$ cat src/rtl/hdr_target_controller.sv
// hdr_target_controller
//
// Top-level sequencer for the target's HDR-DDR mode. Between HDR entry and
// HDR exit it owns the shared RX/TX frame units and the register-file port.
// It receives the command word, dispatches the transfer to the CCC engine
// (broadcast address 7'h7E) or the normal engine (own dynamic address),
// muxes the granted engine's controls onto the shared units, and recovers
// on restart, exit, RX error or engine hang.
//
// Optional feature macro: HDR_CTRL_WATCHDOG_EN
//   defined   -> watchdog counter aborts a grant after TIMEOUT_CYCLES cycles
//   undefined -> no counter, o_timeout tied low
//
// Ports
//   i_sys_clk, i_sys_rst (async, active-low)
//   i_hdr_en, i_dyn_addr                      HDR mode level, own address
//   i_rx_mode_done, i_rx_error                RX frame-unit status pulses
//   i_rx_cmd_rnw, i_rx_cmd_addr               decoded command-word fields
//   i_restart_done, i_exit_done               restart/exit detector pulses
//   i_ccc_* / i_nrm_*                         engine requests + done
//   o_rx_*, o_tx_*, o_regf_*                  shared unit controls (muxed)
//   o_ccc_en, o_nrm_en, o_cmd_rnw             registered grants, RnW bit
//   o_detector_en, o_timeout, o_hdr_done      registered status

module hdr_target_controller #(
    parameter int TIMEOUT_CYCLES = 1024,
    parameter int CNT_W          = 11
) (
    input  logic       i_sys_clk,
    input  logic       i_sys_rst,
    input  logic       i_hdr_en,
    input  logic [6:0] i_dyn_addr,
    input  logic       i_rx_mode_done,
    input  logic       i_rx_error,
    input  logic       i_rx_cmd_rnw,
    input  logic [6:0] i_rx_cmd_addr,
    input  logic       i_restart_done,
    input  logic       i_exit_done,
    input  logic       i_ccc_rx_en,
    input  logic [4:0] i_ccc_rx_mode,
    input  logic       i_ccc_tx_en,
    input  logic [4:0] i_ccc_tx_mode,
    input  logic       i_ccc_regf_wr_en,
    input  logic       i_ccc_regf_rd_en,
    input  logic [7:0] i_ccc_regf_addr,
    input  logic       i_ccc_done,
    input  logic       i_nrm_rx_en,
    input  logic [4:0] i_nrm_rx_mode,
    input  logic       i_nrm_tx_en,
    input  logic [4:0] i_nrm_tx_mode,
    input  logic       i_nrm_regf_wr_en,
    input  logic       i_nrm_regf_rd_en,
    input  logic [7:0] i_nrm_regf_addr,
    input  logic       i_nrm_done,
    output logic       o_rx_en,
    output logic [4:0] o_rx_mode,
    output logic       o_tx_en,
    output logic [4:0] o_tx_mode,
    output logic       o_regf_wr_en,
    output logic       o_regf_rd_en,
    output logic [7:0] o_regf_addr,
    output logic       o_ccc_en,
    output logic       o_nrm_en,
    output logic       o_cmd_rnw,
    output logic       o_detector_en,
    output logic       o_timeout,
    output logic       o_hdr_done
);

    localparam logic [6:0] CCC_BCAST_ADDR = 7'h7E;
    localparam logic [4:0] RX_MODE_PRE    = 5'd0;
    localparam logic [4:0] RX_MODE_CMD    = 5'd9;
    // Last counter value a grant may reach before it is aborted.
    localparam logic [CNT_W-1:0] TO_LIMIT = CNT_W'(TIMEOUT_CYCLES - 1);

    typedef enum logic [2:0] {
        S_IDLE,
        S_CMD_PRE,
        S_CMD_WORD,
        S_CCC_RUN,
        S_NRM_RUN,
        S_WAIT_RS
    } state_t;

    state_t state_q;
    logic   ccc_en_q;
    logic   nrm_en_q;
    logic   cmd_rnw_q;
    logic   det_en_q;
    logic   timeout_q;
    logic   hdr_done_q;

`ifdef HDR_CTRL_WATCHDOG_EN
    logic [CNT_W-1:0] cnt_q;
`else
    logic unused_limit;
    assign unused_limit = ^TO_LIMIT;
`endif

    // Sequencer with registered grants and status pulses.
    // Priority: hdr_en low > exit > restart > per-state behaviour.
    always_ff @(posedge i_sys_clk or negedge i_sys_rst) begin
        if (!i_sys_rst) begin
            state_q    <= S_IDLE;
            ccc_en_q   <= 1'b0;
            nrm_en_q   <= 1'b0;
            cmd_rnw_q  <= 1'b0;
            det_en_q   <= 1'b0;
            timeout_q  <= 1'b0;
            hdr_done_q <= 1'b0;
`ifdef HDR_CTRL_WATCHDOG_EN
            cnt_q      <= '0;
`endif
        end else begin
            timeout_q  <= 1'b0;
            hdr_done_q <= 1'b0;
            if (!i_hdr_en) begin
                // SDR side left HDR without us seeing the exit pattern.
                state_q  <= S_IDLE;
                ccc_en_q <= 1'b0;
                nrm_en_q <= 1'b0;
                det_en_q <= 1'b0;
            end else if (state_q != S_IDLE && i_exit_done) begin
                state_q    <= S_IDLE;
                ccc_en_q   <= 1'b0;
                nrm_en_q   <= 1'b0;
                det_en_q   <= 1'b0;
                hdr_done_q <= 1'b1;
            end else if (state_q != S_IDLE && i_restart_done) begin
                state_q  <= S_CMD_PRE;
                ccc_en_q <= 1'b0;
                nrm_en_q <= 1'b0;
                det_en_q <= 1'b1;
            end else begin
                case (state_q)
                    S_IDLE: begin
                        state_q  <= S_CMD_PRE;
                        det_en_q <= 1'b1;
                    end
                    S_CMD_PRE: begin
                        if (i_rx_error) begin
                            state_q <= S_WAIT_RS;
                        end else if (i_rx_mode_done) begin
                            state_q <= S_CMD_WORD;
                        end
                    end
                    S_CMD_WORD: begin
                        if (i_rx_mode_done) begin
                            cmd_rnw_q <= i_rx_cmd_rnw;
                            if (i_rx_error) begin
                                state_q <= S_WAIT_RS;
                            end else if (i_rx_cmd_addr == CCC_BCAST_ADDR) begin
                                state_q  <= S_CCC_RUN;
                                ccc_en_q <= 1'b1;
`ifdef HDR_CTRL_WATCHDOG_EN
                                cnt_q    <= '0;
`endif
                            end else if (i_rx_cmd_addr == i_dyn_addr) begin
                                state_q  <= S_NRM_RUN;
                                nrm_en_q <= 1'b1;
`ifdef HDR_CTRL_WATCHDOG_EN
                                cnt_q    <= '0;
`endif
                            end else begin
                                // Addressed to another target: sit out until restart/exit.
                                state_q <= S_WAIT_RS;
                            end
                        end else if (i_rx_error) begin
                            state_q <= S_WAIT_RS;
                        end
                    end
                    S_CCC_RUN: begin
                        // Done wins over a timeout landing in the same cycle.
                        if (i_ccc_done) begin
                            state_q  <= S_WAIT_RS;
                            ccc_en_q <= 1'b0;
`ifdef HDR_CTRL_WATCHDOG_EN
                        end else if (cnt_q == TO_LIMIT) begin
                            state_q   <= S_WAIT_RS;
                            ccc_en_q  <= 1'b0;
                            timeout_q <= 1'b1;
                        end else begin
                            cnt_q <= cnt_q + 1'b1;
`endif
                        end
                    end
                    S_NRM_RUN: begin
                        if (i_nrm_done) begin
                            state_q  <= S_WAIT_RS;
                            nrm_en_q <= 1'b0;
`ifdef HDR_CTRL_WATCHDOG_EN
                        end else if (cnt_q == TO_LIMIT) begin
                            state_q   <= S_WAIT_RS;
                            nrm_en_q  <= 1'b0;
                            timeout_q <= 1'b1;
                        end else begin
                            cnt_q <= cnt_q + 1'b1;
`endif
                        end
                    end
                    S_WAIT_RS: begin
                        state_q <= S_WAIT_RS;
                    end
                    default: begin
                        state_q  <= S_IDLE;
                        ccc_en_q <= 1'b0;
                        nrm_en_q <= 1'b0;
                        det_en_q <= 1'b0;
                    end
                endcase
            end
        end
    end

    // Shared-unit mux: combinational from state so engine requests reach
    // the RX/TX units and register file with no added latency.
    always_comb begin
        o_rx_en      = 1'b0;
        o_rx_mode    = RX_MODE_PRE;
        o_tx_en      = 1'b0;
        o_tx_mode    = 5'd0;
        o_regf_wr_en = 1'b0;
        o_regf_rd_en = 1'b0;
        o_regf_addr  = 8'd0;
        case (state_q)
            S_CMD_PRE: begin
                o_rx_en   = 1'b1;
                o_rx_mode = RX_MODE_PRE;
            end
            S_CMD_WORD: begin
                o_rx_en   = 1'b1;
                o_rx_mode = RX_MODE_CMD;
            end
            S_CCC_RUN: begin
                o_rx_en      = i_ccc_rx_en;
                o_rx_mode    = i_ccc_rx_mode;
                o_tx_en      = i_ccc_tx_en;
                o_tx_mode    = i_ccc_tx_mode;
                o_regf_wr_en = i_ccc_regf_wr_en;
                o_regf_rd_en = i_ccc_regf_rd_en;
                o_regf_addr  = i_ccc_regf_addr;
            end
            S_NRM_RUN: begin
                o_rx_en      = i_nrm_rx_en;
                o_rx_mode    = i_nrm_rx_mode;
                o_tx_en      = i_nrm_tx_en;
                o_tx_mode    = i_nrm_tx_mode;
                o_regf_wr_en = i_nrm_regf_wr_en;
                o_regf_rd_en = i_nrm_regf_rd_en;
                o_regf_addr  = i_nrm_regf_addr;
            end
            default: begin
            end
        endcase
    end

    assign o_ccc_en      = ccc_en_q;
    assign o_nrm_en      = nrm_en_q;
    assign o_cmd_rnw     = cmd_rnw_q;
    assign o_detector_en = det_en_q;
    assign o_timeout     = timeout_q;
    assign o_hdr_done    = hdr_done_q;

endmodule

$ cat config.mk
export PLATFORM = sky130hd
export DESIGN_NAME = hdr_target_controller
export DESIGN_NICKNAME = d
export VERILOG_FILES = /design/src/rtl/hdr_target_controller.sv
export SDC_FILE = /design/constraint.sdc
export NUM_CORES = 1
export LEC_CHECK = 0
export CAP_MARGIN = 20
export CORE_MARGIN = 2
export CORE_UTILIZATION = 28
export CTS_BUF_LIST = sky130_fd_sc_hd__clkbuf_16
export CTS_CLUSTER_SIZE = 40
export DETAILED_ROUTE_END_ITERATION = 12
export GPL_TIMING_DRIVEN = 1
export PLACE_DENSITY = 0.8
export SETUP_SLACK_MARGIN = 0.5
export SLEW_MARGIN = 25
export SYNTH_ARGS = -nofsm -noshare
export SYNTH_HDL_FRONTEND = slang
export SYNTH_SLANG_ARGS = --single-unit
$ cat constraint.sdc
create_clock -name i_sys_clk -period 1.8 [get_ports i_sys_clk]
set_input_delay 0.18 -clock i_sys_clk [delete_from_list [all_inputs] [get_ports i_sys_clk]]
set_output_delay 0.18 -clock i_sys_clk [all_outputs]
set_load 0.05 [all_outputs]
==> impl_results.md, run 1 <==
- Outcome: did not finish
- Failed at: 5_1_grt
- Error message: [ERROR GRT-0232] Routing congestion too high. Check the congestion heatmap in the GUI.
- Area leader, netlist: dfrtp_1
- Clock net sink count: 8
- Cell Area, Synth: 900 um^2
- Global route overflow: 34
- Num rows: 20
- Post-synth ARST share: 1.00
- List of most frequent post-synthesis cells: 19 x a22o_1, 12 x nand2_1, 8 x dfrtp_1
- Maximum number of pins on one net before global-route repair: 11
- Initial Util: 0.295
- Ys Warns: 0
- Synth Instances: approximately 110
- Worst endpoint type: top-level output
- Root buffer cell: clkbuf_16
- Max clock buf depth: 2
- Gpl congestion: 0.948
- Syn avg cell area: between 8 and 9 um^2
- Syn nets: 179
- Worst endpoint from the post-global-route timing repair: o_regf_addr[2]
- Synth top area cells: dfrtp_1 22%, a22o_1 18%, nand2_1 5.0%
- Place WS: -0.0687 ns
- Htree depth: 1
- Yosys reg bits: 8
- Main synth FF type: dfrtp_1
- # port buffers: 94
- Clock buffer count from CTS: 3
- Die Ht: 60.7 um
- Post-synth EDFFs: 0
- # IOs: 96
- Most instantiated library cell after synthesis: a22o_1
- Seq/Total Area, Yosys: 0.223
- Unique cell type count in the Yosys netlist: 44
- Placed cell count: about 260
- Yosys top cell area share: 0.223
- Die X: slightly above 60 um
- Final HPWL DP: 3660 um
- Initial antenna violation count: 1
- GRT Total Usage: 0.716
==> what timing repair did <==
item	4_1_cts
hold buffers	0
resized for setup	47
pin swaps	11
gates cloned	3
setup endpoints to repair	34
buffers inserted	12
==> through the flow <==
| stage | area (um^2) | utilization | hold WS [ns] |
|---|---|---|---|
| floorplan | 1140 | - | -0.116 |
| global placement | 2430 | 0.795 | 0.477 |
| detailed placement | 2430 | 0.795 | 0.493 |
| CTS | 2770 | 0.906 | 0.253 |
==> layer usage <==
| layer | GRT usage | overflow |
|---|---|---|
| met1 | 0.733 | 0 |
| met3 | 0.484 | 0 |
| met5 | 0 | 0 |
| met2 | 0.897 | 16 |
| met4 | 0.804 | 18 |
==> cell families after synthesis <==
group | after synthesis | synth area share
AOI/OAI and AO/OA | 43 | 0.385
and+or+nand+nor | 37 | 0.227
buffers and inverters | 13 | 0.0695
DFF | 8 | 0.223
xor gates and xnor gates | 7 | 0.0682
muxes | 2 | 0.0236
other | 1 | 0.00417
==> inputs of run 2 (changes only) <==
Settings changed: CORE_AREA from default to 2 2 63 65, CORE_MARGIN 2 to default, CORE_UTILIZATION 28 to default, CTS_BUF_LIST sky130_fd_sc_hd__clkbuf_16 to default, CTS_CLUSTER_SIZE 40 to default, DIE_AREA from default to 0 0 65 67, PLACE_DENSITY 0.8 to default, PLACE_DENSITY_LB_ADDON from default to 0.15, SETUP_SLACK_MARGIN 0.5 to default.
==> run 2 against run 1 <==
The flow now finishes without violations. Synthesized area unchanged. Synthesized cell count did not move.
==> impl_results.md, run 2 <==
- Largest register FFs: 3
- Final nets: 286
- Yosys top cell area share: 0.223
- Core area: 0.00361 mm^2
- Drt drc: 0
- Clk_lat worst skew: 0.23 ns
- Largest Register: state_q
- GRT Total Usage: 0.191
- Post-CTS Setup Repair Bufs: 0
- Critical Path AT: about 1.6 ns
- Area leader, netlist: dfrtp_1
- Htree depth: 1
- Max_slew headroom: 0.662
- Cell Area, Synth: 900 um^2
- Setup crit start kind: register
- Global route overflow: 0
- Leak Pwr: 0.922 nW
- First-pass GRT wire length: 6360 um
- RSZ-0062 raised after global routing: true
- Synth top area cells: dfrtp_1 22%, a22o_1 18%, nand2_1 5.0%
- Logic pwr share: 0.744
- Final wirelength: 4180 um
- Post-DRT Antenna Nets: 0
- Main synth FF type: dfrtp_1
- Placed cell count: 260
- Final hold violation count: 0
- CP delay by family, top: buffers and inverters
- Syn-to-layout area delta: 153%
- Seq/Total Area, Yosys: 0.223
- Clk network pwr share: 0.124
- # port buffers: between 90 and 100
- Final setup TNS: 0 ns
- Worst Tran Pin Value: ~0.5 ns
- FILL cells: 293
- Worst ir drop on vdd: 444 uV
- CTS tree: done
- Post-synth EDFFs: 0
- Post-synth ARST share: 1.00
- Seq pwr share: 0.132
- Vias: between 1000 and 1500
- Final HPWL DP: 3440 um
- Num rows: 22
- Sw Pwr: 0.786 mW
- Final core utilization: 0.632
- Crit-path cells: buf_6 > nor3b_4 > buf_4 > a22o_2 > buf_12
- Synth Instances: 111
- WS Path Type: register to output port
- Yosys reg bits: 8
- Number of global-route vias before repair: approximately 1300
- First drt pass iteration count: 4
- Clock buffer count from CTS: 3
- Layout cell share with drive strength beyond 1: 0.259
- Worst Hold Slack: 0.229 ns
- List of most frequent post-synthesis cells: 19 x a22o_1, 12 x nand2_1, 8 x dfrtp_1
- Die Ht: 67 um
- Sw frac: 0.434
- Post-Layout Cell Count: 264
- CP required: around 1.6 ns
- Die area: between 0.004 and 0.005 mm^2
- Final worst path period share: 0.973
- Fin crit period: 1.75 ns
- Commonest non-fill, non-tap cell in the layout: clkdlybuf4s50_1
- Commonest cells after routing, fill and taps aside: 72 x clkdlybuf4s50_1, 22 x buf_12, 13 x buf_4, 12 x nand2_1, 11 x a22o_1
- FMAX: 571 MHz
- Clock net sink count: 8
- Syn nets: ~180
- PwrDens: 795 mW/mm^2
- CTS Hold Buffers Added: 0
- # IOs: 96
- CP Max Fanout: 15
- Max-cap violations: 0
- DR vias/cell: 5.05
- Syn avg cell area: 8.10 um^2
- Outcome: finished clean
- Initial Util: 0.249
- Maximum number of pins on one net before global-route repair: 22
- Buffers & Inverters on Critical Path: 3
- Initial DRC Count: 78
- Routed length per instance: around 16 um
- Max clock buf depth: 2
- Setup Skew: 0.00202 ns
- Initial antenna violation count: 0
- Unique cell type count in the Yosys netlist: 44
- Final setup viols: 0
- CP peak stage delay: 0.38 ns
- # diodes: 0
- Final Max Slew Viols: 0
- Most instantiated library cell after synthesis: a22o_1
- Min-Delay Path Class: input pin to async pin
- Root buffer cell: clkbuf_8
- Crit end category: output port
- Slowest CP cell: dfrtp_1
- Die X: about 65 um
- Ys Warns: 0
- Int Pwr: 1.03 mW
- Gpl congestion: just under 1
- Clk slew on worst S/H paths: approximately 0.04 ns
==> run 2: cell counts after synthesis <==
Identical to the previous run, type by type.
==> run 2: final cells by class <==
| type | instances | area [um^2] | area share |
|---|---|---|---|
| repair buffers | 110 | 1290 | 0.567 |
| multi-input cells | 90 | 666 | 0.292 |
| flip-flops and latches | 8 | 200 | 0.0879 |
| well taps | 48 | 60.1 | 0.0264 |
| clock buffers | 3 | 41.3 | 0.0181 |
| inverters | 5 | 18.8 | 0.00824 |
==> run 2: metal layers <==
metal	vias to the layer above	GRT usage	part of all wire
met5	-	0	0
met3	6	0.0372	0.085
li1	633	-	-
met1	630	0.226	0.40
met4	0	0.0691	0.012
met2	64	0.343	0.50
==> run 2: power by group through the flow <==
stage | combinational, mW | sequential (mW) | clock (mW)
CTS | 1.34 | 0.239 | 0.227
detailed placement | 1.33 | 0.241 | 0
finish | 1.35 | 0.239 | 0.225
floorplan | 0.600 | 0.301 | 0
global route | 1.41 | 0.245 | 0.238
global placement | 1.31 | 0.241 | 0
==> run 2: cells by family (layout without fill, tap and decap cells) <==
kind of cell,after synthesis,after routing,share of synthesized area
AND/OR/NAND/NOR,37,37,0.227
other,1,1,0.00417
XOR/XNOR,7,7,0.0682
AO/OA/AOI/OAI,43,43,0.385
buffers and inverters,13,118,0.0695
flip-flops,8,8,0.223
multiplexers,2,2,0.0236
==> run 2: worst paths after layout <==
kind	from	end	slack (ns)	depth (start not counted)
worst min register to register	o_cmd_rnw	o_cmd_rnw	0.51	1
max in group asynchronous	i_sys_rst	state_q[0]	1.30	1
min in group i_sys_clk	o_cmd_rnw	o_cmd_rnw	0.51	1
worst min-delay path	i_sys_rst	o_hdr_done	0.23	1
worst max-delay path	state_q[1]	o_regf_addr[7]	0.05	5
worst max register to register	state_q[2]	state_q[0]	0.18	6
==> run 2: through the flow <==
step	power [mW]	setup slack (ns)	cell area, um^2
finish	1.81	0.0495	2280
global route	1.90	-0.0264	2280
CTS	1.80	0.0322	2260
detailed placement	1.57	-0.0729	2210
global placement	1.55	-0.0343	2210
floorplan	0.902	0.0416	917
==> run 2: repair_timing <==
| item | CTS | global route |
|---|---|---|
| cloned | 0 | 1 |
| setup endpoints to repair | 1 | 21 |
| gates resized for setup | 1 | 5 |
(Power assumes the default switching activity.)
